File: src/rtl/melody_seq.sv
// Score sequencer: walks a 16-entry (note, beats) ROM and feeds divider value,
// tone enable and a one-cycle load strobe to the downstream buzzer tone generator.
module melody_seq #(
    parameter logic [24:0] TICK_CNT = 25'd12499999,
    parameter logic [24:0] GAP_CNT  = 25'd2499999,
    parameter logic        LOOP     = 1'b1
) (
    input  logic        sys_clk,
    input  logic        sys_rst,
    input  logic        start,
    input  logic        stop,
    output logic [17:0] tone_div,
    output logic        tone_en,
    output logic        tone_load,
    output logic [3:0]  note_idx,
    output logic        busy,
    output logic        done
);
    typedef enum logic [1:0] {IDLE, LOAD, PLAY, GAP} state_t;

    localparam logic [17:0] DIV_DO = 18'd190839;

    state_t      state, state_nx;
    logic [24:0] tick_cnt, tick_nx;
    logic [24:0] gap_cnt, gap_nx;
    logic [2:0]  beats_left, beats_nx;
    logic [17:0] div_nx;
    logic        en_nx, load_nx, done_nx, busy_nx;
    logic [3:0]  idx_nx;

    logic [6:0]  entry;
    logic [3:0]  entry_note;
    logic [2:0]  entry_beats;
    logic [17:0] entry_div;
    logic        entry_tone;

    // Score: rising scale at 2 beats, a 1-beat rest, falling scale at 1 beat, end marker.
    always_comb begin
        case (note_idx)
            4'd0:    entry = {4'd1, 3'd2};
            4'd1:    entry = {4'd2, 3'd2};
            4'd2:    entry = {4'd3, 3'd2};
            4'd3:    entry = {4'd4, 3'd2};
            4'd4:    entry = {4'd5, 3'd2};
            4'd5:    entry = {4'd6, 3'd2};
            4'd6:    entry = {4'd7, 3'd2};
            4'd7:    entry = {4'd0, 3'd1};
            4'd8:    entry = {4'd7, 3'd1};
            4'd9:    entry = {4'd6, 3'd1};
            4'd10:   entry = {4'd5, 3'd1};
            4'd11:   entry = {4'd4, 3'd1};
            4'd12:   entry = {4'd3, 3'd1};
            4'd13:   entry = {4'd2, 3'd1};
            4'd14:   entry = {4'd1, 3'd1};
            default: entry = {4'd0, 3'd0};
        endcase
    end

    assign entry_note  = entry[6:3];
    assign entry_beats = entry[2:0];

    always_comb begin
        entry_div  = DIV_DO;
        entry_tone = 1'b1;
        case (entry_note)
            4'd1:    entry_div = 18'd190839;
            4'd2:    entry_div = 18'd170067;
            4'd3:    entry_div = 18'd151514;
            4'd4:    entry_div = 18'd143265;
            4'd5:    entry_div = 18'd127550;
            4'd6:    entry_div = 18'd113635;
            4'd7:    entry_div = 18'd101214;
            default: entry_tone = 1'b0;
        endcase
    end

    always_comb begin
        // NOTE: every signal driven here gets a default first, so no path can infer a latch.
        state_nx = state;
        tick_nx  = tick_cnt;
        gap_nx   = gap_cnt;
        beats_nx = beats_left;
        div_nx   = tone_div;
        en_nx    = tone_en;
        idx_nx   = note_idx;
        load_nx  = 1'b0;
        done_nx  = 1'b0;
        if (stop) begin
            state_nx = IDLE;
            tick_nx  = '0;
            gap_nx   = '0;
            beats_nx = '0;
            en_nx    = 1'b0;
            idx_nx   = '0;
        end else begin
            case (state)
                IDLE: begin
                    en_nx  = 1'b0;
                    idx_nx = '0;
                    if (start) state_nx = LOAD;
                end
                LOAD: begin
                    if (entry_beats != 3'd0) begin
                        // A rest keeps the previous divider so the tone generator sees no glitch.
                        if (entry_tone) div_nx = entry_div;
                        en_nx    = entry_tone;
                        load_nx  = 1'b1;
                        beats_nx = entry_beats;
                        tick_nx  = '0;
                        state_nx = PLAY;
                    end else if (LOOP && (note_idx != 4'd0)) begin
                        idx_nx = '0;
                    end else begin
                        done_nx  = 1'b1;
                        en_nx    = 1'b0;
                        idx_nx   = '0;
                        state_nx = IDLE;
                    end
                end
                PLAY: begin
                    if (tick_cnt == TICK_CNT) begin
                        tick_nx  = '0;
                        beats_nx = beats_left - 3'd1;
                        if (beats_left == 3'd1) begin
                            en_nx    = 1'b0;
                            gap_nx   = '0;
                            state_nx = GAP;
                        end
                    end else begin
                        tick_nx = tick_cnt + 25'd1;
                    end
                end
                GAP: begin
                    if (gap_cnt == GAP_CNT) begin
                        gap_nx   = '0;
                        idx_nx   = note_idx + 4'd1;
                        state_nx = LOAD;
                    end else begin
                        gap_nx = gap_cnt + 25'd1;
                    end
                end
                default: state_nx = IDLE;
            endcase
        end
    end

    assign busy_nx = (state_nx != IDLE);

    // NOTE: sequential state uses non-blocking assignments so every flop samples pre-edge values.
    always_ff @(posedge sys_clk) begin
        if (sys_rst) begin
            state      <= IDLE;
            tick_cnt   <= '0;
            gap_cnt    <= '0;
            beats_left <= '0;
            tone_div   <= DIV_DO;
            tone_en    <= 1'b0;
            tone_load  <= 1'b0;
            note_idx   <= '0;
            busy       <= 1'b0;
            done       <= 1'b0;
        end else begin
            state      <= state_nx;
            tick_cnt   <= tick_nx;
            gap_cnt    <= gap_nx;
            beats_left <= beats_nx;
            tone_div   <= div_nx;
            tone_en    <= en_nx;
            tone_load  <= load_nx;
            note_idx   <= idx_nx;
            busy       <= busy_nx;
            done       <= done_nx;
        end
    end
endmodule
File: config.mk
export PLATFORM = sky130hd
export DESIGN_NAME = melody_seq
export DESIGN_NICKNAME = d
export VERILOG_FILES = /design/src/rtl/melody_seq.sv
export SDC_FILE = /design/constraint.sdc
export NUM_CORES = 1
export LEC_CHECK = 0
export CAP_MARGIN = 10
export CORE_ASPECT_RATIO = 1.5
export CORE_MARGIN = 2
export CORE_UTILIZATION = 48
export DETAILED_ROUTE_END_ITERATION = 10
export GPL_TIMING_DRIVEN = 0
export PLACE_DENSITY_LB_ADDON = 0.05
export SYNTH_ARGS = -nofsm -noshare
export SYNTH_HDL_FRONTEND = slang
export SYNTH_SLANG_ARGS = --single-unit
File: constraint.sdc
create_clock -name sys_clk -period 3.42 [get_ports sys_clk]
set_input_delay 0.342 -clock sys_clk [delete_from_list [all_inputs] [get_ports sys_clk]]
set_output_delay 0.342 -clock sys_clk [all_outputs]
set_load 0.1 [all_outputs]
==> results.json, run 1 <==
{
  "wl_mm": 12.2,
  "grt_max_degree": 14,
  "cts.clk_slew.worst_paths_ns": 0.07,
  "initial_core_util": 0.490,
  "hold_path_class": "reg2reg",
  "clk_path_buf_depth": 2,
  "postSynthAreaPerCell_um2": 8.35,
  "syn-num-nets": 552,
  "slew_violations": 0,
  "worstSetupStartpointType": "flip-flop",
  "port_buffers": 28,
  "synth_top_area_cell": "dfxtp_1",
  "worst_slew_pin_slew_ns": 1.04,
  "multi_input_area_um2": 2620,
  "syn_area_um2": 4510,
  "yosys.cell_types.count": 63,
  "drc_errors": 0,
  "cts-root-buf": "clkbuf_16",
  "finClkSkew_ns": 0.00894,
  "setup_viol": 0,
  "placed_area_um2": 4930,
  "hold_violations": 0,
  "async_reset_ff_frac": 0,
  "synthTopCellsByCount": "85 x dfxtp_1, 43 x nand2_1, 30 x nor2_1",
  "core-area_um2": 9200,
  "place_inst": 680,
  "wl_per_cell_um": 17.6,
  "stdcell_area_um2": 5230,
  "rows": 43,
  "dp_hpwl_mm": 8.95,
  "nets": 590,
  "rsz0062_at_grt": "false",
  "relSlewSlack": 0.300,
  "cts_htree_levels": 3,
  "period_share": 0.896,
  "grt_pass1_wl_mm": 20.5,
  "ios": 30,
  "path_class": "reg2reg",
  "tns_ns": 0,
  "cts_tree": "done",
  "synth_warnings": 0,
  "outcome": "finished, final reports clean",
  "synth_edf_count": 0,
  "fin_cells": 695,
  "cp.arrival_ns": 3.30,
  "cts_inserted_buffers": 9,
  "crit_fanout": 10,
  "dieArea_um2": 10200,
  "clk_latency_ns": 0.35,
  "finalWorstSetupSlack_ns": 0.357,
  "grt_use_total": 0.249,
  "drtAntennaViolNets": 0,
  "utilization": 0.569,
  "antenna_found_initial": 0,
  "nFillCells": 869,
  "synth_top_area_share": 0.377,
  "regArea_um2": 1700,
  "die_h_um": 123,
  "syn_inst": 540,
  "drive_above_1_share": 0.0600,
  "pre_cts_slack_ns": 0.0812,
  "synthToLayoutAreaGrowth_pct": 16.1,
  "clock-sinks": 85,
  "gp_congestion": 0.973,
  "ys_ff_latch": 85,
  "cp.required_ns": 3.66,
  "holdWs_ns": 0.452,
  "num_vias": 4334,
  "cp-end-kind": "flip-flop",
  "grt_pass1_vias": 4159,
  "vdd_drop_max_v": 0.000362,
  "synthTopCellsByArea": "dfxtp_1 38%, a211oi_1 4.2%, nand2_1 3.6%, a21oi_1 3.1%, nand4_1 2.9%",
  "vias_per_cell": 6.24,
  "die_w_um": 83.1,
  "yosysMostFrequentCell": "dfxtp_1",
  "maxCapViolations": 0,
  "grt_overflow": 0,
  "leakagePower_nw": 1.67,
  "synth_seq_area_share": 0.377,
  "min_period_ns": 3.06,
  "diodes": 0,
  "total_power_mw": 2.16,
  "drt-initial-drc-count": 295,
  "clock.fmax_ghz": 0.326,
  "first_pass_iters": 5,
  "power-per-cell-area_nw_per_um2": 412,
  "cts_setup_buffers": 0,
  "synthFlopType": "dfxtp_1"
}
power by group:
group	leakage, nW	total (mW)	internal [mW]	switching [mW]
logic	0.832	0.125	0.0291	0.0958
clock network	0.147	1.03	0.639	0.390
registers	0.686	1.00	0.998	0.00464
total	1.67	2.16	1.67	0.491
worst max-delay path: stages, from the launching register on:
cell and delay, ns:
dfxtp_1 0.39, ha_1 0.21, and3_1 0.45, nand4_1 0.17, o21ai_1 0.36, and3_1 0.26, o21a_1 0.14, ha_1 0.25
and4b_1 0.22, nand4_1 0.10, o211a_1 0.15, mux2_2 0.26
worst paths after layout:
path | slack, ns | cells past startpoint | endpoint | startpoint
max | 0.36 | 11 | entry[0] | gap_cnt[0]
min | 0.45 | 2 | tone_div[15] | tone_div[15]
max reg2reg | 0.36 | 11 | entry[0] | gap_cnt[0]
min reg2reg | 0.45 | 2 | tone_div[15] | tone_div[15]
placed cells by master (no fill, tap or decap), types with 9 or more instances in the layout:
cell type,Yosys,routed
dfxtp_1,85,85
nand2_1,43,43
nor2_1,30,30
a21oi_1,28,28
clkdlybuf4s50_1,0,28
clkbuf_1,25,27
nand3_1,25,25
a211oi_1,25,25
o21ai_0,25,24
nand4_1,21,21
nor3_1,20,20
inv_1,16,16
or3_1,14,14
a31oi_1,12,12
nor4_1,11,11
and3_1,11,11
o31ai_1,9,9
clkbuf_16,0,9
cell families after synthesis:
kind of cell / share of synthesized area
AOI/OAI and AO/OA: 0.226
xor gates and xnor gates: 0.0214
adders and majority gates: 0.0222
buffers and inverters: 0.0416
DFF: 0.377
muxes: 0.0114
and+or+nand+nor: 0.300
layer usage:
| metal | vias up | global-route usage | share of wire |
|---|---|---|---|
| met1 | 2053 | 0.278 | 0.41 |
| met2 | 101 | 0.449 | 0.51 |
| met5 | - | 0 | 0 |
| li1 | 2151 | - | - |
| met3 | 29 | 0.0397 | 0.035 |
| met4 | 0 | 0.143 | 0.040 |
registers in the layout (all words and copies together) (netlist names):
name,flops
beats_left,3
busy,1
done,1
entry,5
gap_cnt,25
note_idx,4
state,2
tick_cnt,25
tone_div,17
tone_en,1
tone_load,1
cell type report:
cell class / instances / area share
plain buffers: 29 / 0.0237
clock buffers: 12 / 0.0452
clock inverters: 4 / 0.0139
inverters: 16 / 0.0115
multi-input cells: 409 / 0.500
flip-flops and latches: 85 / 0.325
well taps: 112 / 0.0268
repair buffers: 28 / 0.0536
repair_timing:
item	CTS	global route
setup endpoints to repair	0	1
hold buffers	0	0
resized for setup	0	1
Note: power is estimated with default switching activity, not from simulation.
==> inputs of run 2 (changes only) <==
- SLEW_MARGIN: unset -> 5
==> results of run 2 <==
Final layout, timing and power as in run 1 (identical DEF).
==> variant 1, RTL diff (settings of run 1) <==
Register the inputs `start` and `stop` before use, without a reset. The logic sees them one clock later.
--- a/src/rtl/melody_seq.sv
+++ b/src/rtl/melody_seq.sv
@@ -20,4 +20,12 @@
 
     localparam logic [17:0] DIV_DO = 18'd190839;
+
+    logic start_q;
+    logic stop_q;
+
+    always_ff @(posedge sys_clk) begin
+        start_q <= start;
+        stop_q  <= stop;
+    end
 
     state_t      state, state_nx;
@@ -86,5 +94,5 @@
         load_nx  = 1'b0;
         done_nx  = 1'b0;
-        if (stop) begin
+        if (stop_q) begin
             state_nx = IDLE;
             tick_nx  = '0;
@@ -98,5 +106,5 @@
                     en_nx  = 1'b0;
                     idx_nx = '0;
-                    if (start) state_nx = LOAD;
+                    if (start_q) state_nx = LOAD;
                 end
                 LOAD: begin
Check against the original RTL: not equivalent (a bounded check fails within 4 cycles, from zero or initial values and one cycle with sys_rst high).
==> variant 1 against run 1 <==
- final cell count shrank 5.5%
- largest cell class unchanged
- fmax grew 6.6%
- via count is 13% lower
- synthesized area decreased by 6.9%
- global-route usage shrank 2.3 points
- wire length is 17% lower
- sequential cell count increased by 2
- worst setup slack better by 0.19 ns
- critical endpoint is now entry[4]
- design area down 6.6%
- sequential share of layout area grew 3.1 points
- power is 3.7% lower
==> variant 1: results (changes against run 1) <==
<table>
<tr><th>Metric</th><th>Value</th></tr>
<tr><th colspan="2">Run status</th></tr>
<tr><td>Run status</td><td>finished clean</td></tr>
<tr><th colspan="2">Finish</th></tr>
<tr><td>Final-layout fill cell count</td><td>802 (-7.7%)</td></tr>
<tr><td>Final layout net count</td><td>557 (-5.6%)</td></tr>
<tr><td>Share of layout cells above drive strength 1</td><td>0.0527 (-0.00731)</td></tr>
<tr><th colspan="2">Min path</th></tr>
<tr><td>Class of the most critical hold timing path</td><td>in2reg</td></tr>
<tr><th colspan="2">Placement</th></tr>
<tr><td>Routability congestion estimate from global placement</td><td>0.843 (-13%)</td></tr>
<tr><td>Post-DP HPWL</td><td>7.42 mm (-17%)</td></tr>
<tr><td>Placed cell area</td><td>4610 um2 (-6.4%)</td></tr>
<tr><td>IO buf count</td><td>28 (unchanged)</td></tr>
<tr><th colspan="2">Global routing</th></tr>
<tr><td>Vias in the first global route</td><td>3606 (-13%)</td></tr>
<tr><td>Global router's overall resource usage</td><td>0.226 (-0.0231)</td></tr>
<tr><td>First-pass GRT wire length</td><td>17.1 mm (-16%)</td></tr>
<tr><th colspan="2">Pwr</th></tr>
<tr><td>Leakage</td><td>0.00160 uW (-3.8%)</td></tr>
<tr><td>Peak supply drop</td><td>0.000291 V (-20%)</td></tr>
<tr><th colspan="2">Critical path</th></tr>
<tr><td>Depth of the worst register-to-register path</td><td>8 (-3)</td></tr>
<tr><td>Top fanout value on the critical path</td><td>6 (-4)</td></tr>
<tr><td>Worst setup path endpoint</td><td>entry[4]</td></tr>
<tr><td>Crit path largest cell delay</td><td>0.63 ns (+0.18 ns)</td></tr>
<tr><td>CP max-delay cell</td><td>o41ai_2</td></tr>
<tr><th colspan="2">Detailed routing</th></tr>
<tr><td>Routed wirelength normalized by instance count</td><td>15.4 um (-12%)</td></tr>
<tr><td>Wire length on met3</td><td>402 um (-6.9%)</td></tr>
<tr><td>Met1 WL</td><td>4.25 mm (-16%)</td></tr>
<tr><td>Starting DRC count in detailed routing</td><td>223 (-24%)</td></tr>
<tr><td>Wire length on met2</td><td>5.30 mm (-15%)</td></tr>
<tr><th colspan="2">Synth</th></tr>
<tr><td>Synthesized netlist net count</td><td>518 (-6.2%)</td></tr>
<tr><td>Top cells by count, synth</td><td>dfxtp_1 (87), nor2_1 (72), nand2_1 (43), a21oi_1 (35), nand3_1 (27)</td></tr>
<tr><td>Top post-synthesis cells by area</td><td>dfxtp_1 (42%), nor2_1 (6.4%), a21oi_1 (4.2%)</td></tr>
<tr><td>Number of distinct library cell variants in the gate-level netlist after synthesis</td><td>59 (-6.3%)</td></tr>
<tr><th colspan="2">Timing</th></tr>
<tr><td>Slew at the pin with the worst max-slew slack</td><td>0.983 ns (-0.0591 ns)</td></tr>
<tr><td>Worst-case clock skew</td><td>0.0100 ns (+0.00106 ns)</td></tr>
<tr><th colspan="2">Clock network</th></tr>
<tr><td>Number of gates resized after cts</td><td>0 (unchanged)</td></tr>
</table>
[variant 1: cell count changes after synthesis, sizes merged, moves of 8 or more]
cell / run 1 / this run
xnor2: 7 / 16
o31ai: 9 / 1
a211oi: 26 / 5
o21ai: 25 / 15
nor2: 30 / 72
xor2: 4 / 12
and3: 11 / 3
[variant 1: kinds of logic (layout without fill, tap and decap cells)]
kind of cell	Yosys count	in the layout	synth area share
and+or+nand+nor	238	238	0.291
adders and majority gates	8	8	0.0239
xor gates and xnor gates	28	28	0.0584
DFF	87	87	0.415
buffers and inverters	37	81	0.0364
AOI/OAI and AO/OA	104	104	0.165
muxes	4	4	0.0101
[variant 1: worst max-delay path: cells and delay by family, from the launching register on]
family | cells | cell delay [ns]
AND/OR/NAND/NOR | 2 | 0.52
adder cells (fa/ha/maj) | 2 | 0.53
multiplexers | 1 | 0.28
flip-flops | 1 | 0.38
AO/OA/AOI/OAI | 3 | 1.04
[variant 1: layer usage]
layer / track usage / up-vias
li1: - / 1908
met1: 0.269 / 1788
met2: 0.383 / 65
met3: 0.0557 / 13
met4: 0.0900 / 0
met5: 0 / -
[variant 1: worst min path at each step]
stage                             from           end  slack (ns)
after global routing              stop        stop_q        0.44
after global placement    tone_div[15]  tone_div[15]        0.43
final                          sys_rst  tone_div[17]        0.42
after CTS                      sys_rst  tone_div[17]        0.40
after floorplan                  start       start_q        0.37
after detailed placement  tone_div[15]  tone_div[15]        0.44
[variant 1: cell type report]
cell class	instances	area, um2	share of cell area
Buffer	27	115	0.0236
Tap cell	107	134	0.0274
Clock inverter	4	20.0	0.00410
Clock buffer	12	256	0.0525
Timing Repair Buffer	28	280	0.0573
Inverter	10	37.5	0.00768
Sequential cell	87	1740	0.356
Multi-Input combinational cell	382	2300	0.471
[variant 1: report_power, final]
group	internal [uW]	switching (uW)
combinational	31.0	99.9
clock	527	390
sequential	1020	6.21
[variant 1: through the flow]
| step | utilization | instances | setup slack (ns) |
|---|---|---|---|
| after floorplan | - | 506 | 0.981 |
| after global placement | 0.545 | 641 | 0.624 |
| after detailed placement | 0.545 | 641 | 0.599 |
| after CTS | 0.577 | 657 | 0.582 |
| after global routing | 0.577 | 657 | 0.352 |
| final | 0.577 | 657 | 0.547 |
==> variant 2, RTL diff (settings of run 1) <==
Without the edit above. The parameter `LOOP` goes from 1'b1 to 1'b0.
--- a/src/rtl/melody_seq.sv
+++ b/src/rtl/melody_seq.sv
@@ -4,5 +4,5 @@
     parameter logic [24:0] TICK_CNT = 25'd12499999,
     parameter logic [24:0] GAP_CNT  = 25'd2499999,
-    parameter logic        LOOP     = 1'b1
+    parameter logic        LOOP     = 1'b0
 ) (
     input  logic        sys_clk,
Behaviour: no difference found for any inputs over 10 cycles, from zero or initial values and one cycle with sys_rst high; that may be too few to reach the edited logic, so the function may still have changed.
==> variant 2 against run 1 <==
- fmax rose by 10%
- clock power fell by 8%
- wire length increased by 3.1%
- first-iteration DRC count rose by 4.1%
- design area fell by 2.1%
- worst setup slack better by 0.29 ns
- highest routed layer unchanged
- sequential cell count is the same
- synthesized area is 1.8% lower
- power shrank 6.0%
==> variant 2: results (changes against run 1) <==
<table>
<tr><th>Metric</th><th>Value</th></tr>
<tr><th colspan="2">Run status</th></tr>
<tr><td>Run status</td><td>finished clean</td></tr>
<tr><th colspan="2">Finish</th></tr>
<tr><td>Share of layout cells above drive strength 1</td><td>0.0624 (+0.00236)</td></tr>
<tr><td>Final layout net count</td><td>584 (-1.0%)</td></tr>
<tr><th colspan="2">Timing</th></tr>
<tr><td>Worst max-slew margin expressed relative to the limit</td><td>0.338 (+0.0382)</td></tr>
<tr><td>Worst-case clock skew</td><td>0.0102 ns (+0.00130 ns)</td></tr>
<tr><th colspan="2">Placement</th></tr>
<tr><td>Instance count after placement with tap cells included</td><td>672 (-1.2%)</td></tr>
<tr><td>Routability congestion estimate from global placement</td><td>0.884 (-9.2%)</td></tr>
<tr><th colspan="2">Global routing</th></tr>
<tr><td>Met2 Resource Use GR</td><td>0.468 (+0.0186)</td></tr>
<tr><td>First-pass GRT wire length</td><td>20.2 mm (-1.5%)</td></tr>
<tr><td>Vias in the first global route</td><td>4146 (-0.31%)</td></tr>
<tr><td>Met1 demand-to-capacity share in global routing</td><td>0.297 (+0.0189)</td></tr>
<tr><th colspan="2">Synth</th></tr>
<tr><td>Synthesized instance count</td><td>534 (-1.1%)</td></tr>
<tr><td>Top post-synthesis cells by area</td><td>dfxtp_1 (38%), nand2_1 (3.9%), a211oi_1 (3.7%)</td></tr>
<tr><td>Sequential cell area fraction in the yosys report</td><td>0.384 (+0.00693)</td></tr>
<tr><td>Top cells by count, synth</td><td>dfxtp_1 (85), nand2_1 (46), nor2_1 (41), a21oi_1 (32)</td></tr>
<tr><th colspan="2">Detailed routing</th></tr>
<tr><td>First-pass DRT Iterations</td><td>6 (+1)</td></tr>
<tr><td>Starting DRC count in detailed routing</td><td>307 (+4.1%)</td></tr>
<tr><td>Wire length on met2</td><td>6.62 mm (+6.1%)</td></tr>
<tr><td>Met1 WL</td><td>5.12 mm (+1.4%)</td></tr>
<tr><th colspan="2">Critical path</th></tr>
<tr><td>Capture point of the worst reg-to-reg path</td><td>entry[4]</td></tr>
<tr><td>Crit path largest cell delay</td><td>0.49 ns (+0.04 ns)</td></tr>
<tr><td>FF-to-FF Start</td><td>state[1]</td></tr>
<tr><td>Top delay family on crit path</td><td>buffers and inverters</td></tr>
<tr><td>CP max-delay cell</td><td>a311oi_1</td></tr>
<tr><th colspan="2">Pwr</th></tr>
<tr><td>Peak supply drop</td><td>0.000237 V (-34%)</td></tr>
</table>
==> variant 2: kinds of logic after synthesis <==
family	after synthesis	synth area share
muxes	5	0.0119
buffers and inverters	43	0.0404
DFF	85	0.384
adders and majority gates	7	0.0198
xor gates and xnor gates	6	0.0119
and+or+nand+nor	229	0.291
AOI/OAI and AO/OA	159	0.241
==> variant 2: how the worst max path moves through the flow <==
stage	from	endpoint	slack (ns)	cells past startpoint
floorplan	note_idx[0]	entry[4]	0.73	7
global placement	stop	entry[4]	0.48	7
detailed placement	stop	entry[4]	0.47	7
CTS	gap_cnt[12]	entry[4]	0.66	6
global route	state[1]	entry[4]	0.51	6
finish	state[1]	entry[4]	0.64	6
==> variant 2: stage by stage <==
stage	utilization	area, um2	total power (uW)	setup WS [ns]
after detailed placement	0.546	4840	1100	0.468
after CTS	0.577	5130	2040	0.662
after global placement	0.546	4840	1100	0.479
final	0.577	5130	2030	0.642
after global routing	0.577	5130	2090	0.513
after floorplan	-	4430	1070	0.733
==> variant 2: worst register-to-register path, cell delays in order, from the launching register on <==
cell      delay (ns)
dfxtp_1         0.47
clkbuf_1        0.45
clkbuf_1        0.43
a41oi_1         0.26
a311oi_1        0.49
ha_1            0.32
mux2_2          0.26
==> variant 2: cell type report <==
type	instances	area, um2
Clock buffer	10	229
Multi-Input combinational cell	406	2550
Clock inverter	5	52.6
Fill cell	838	3750
Sequential cell	85	1700
Buffer	32	138
Inverter	11	41.3
Tap cell	110	138
Timing Repair Buffer	28	280
==> variant 2: report_power, final <==
part	switching (uW)	total, uW	internal (uW)
Combinational	66.7	84.5	17.8
Sequential	2.11	994	992
Clock	391	950	558
Total	460	2030	1570
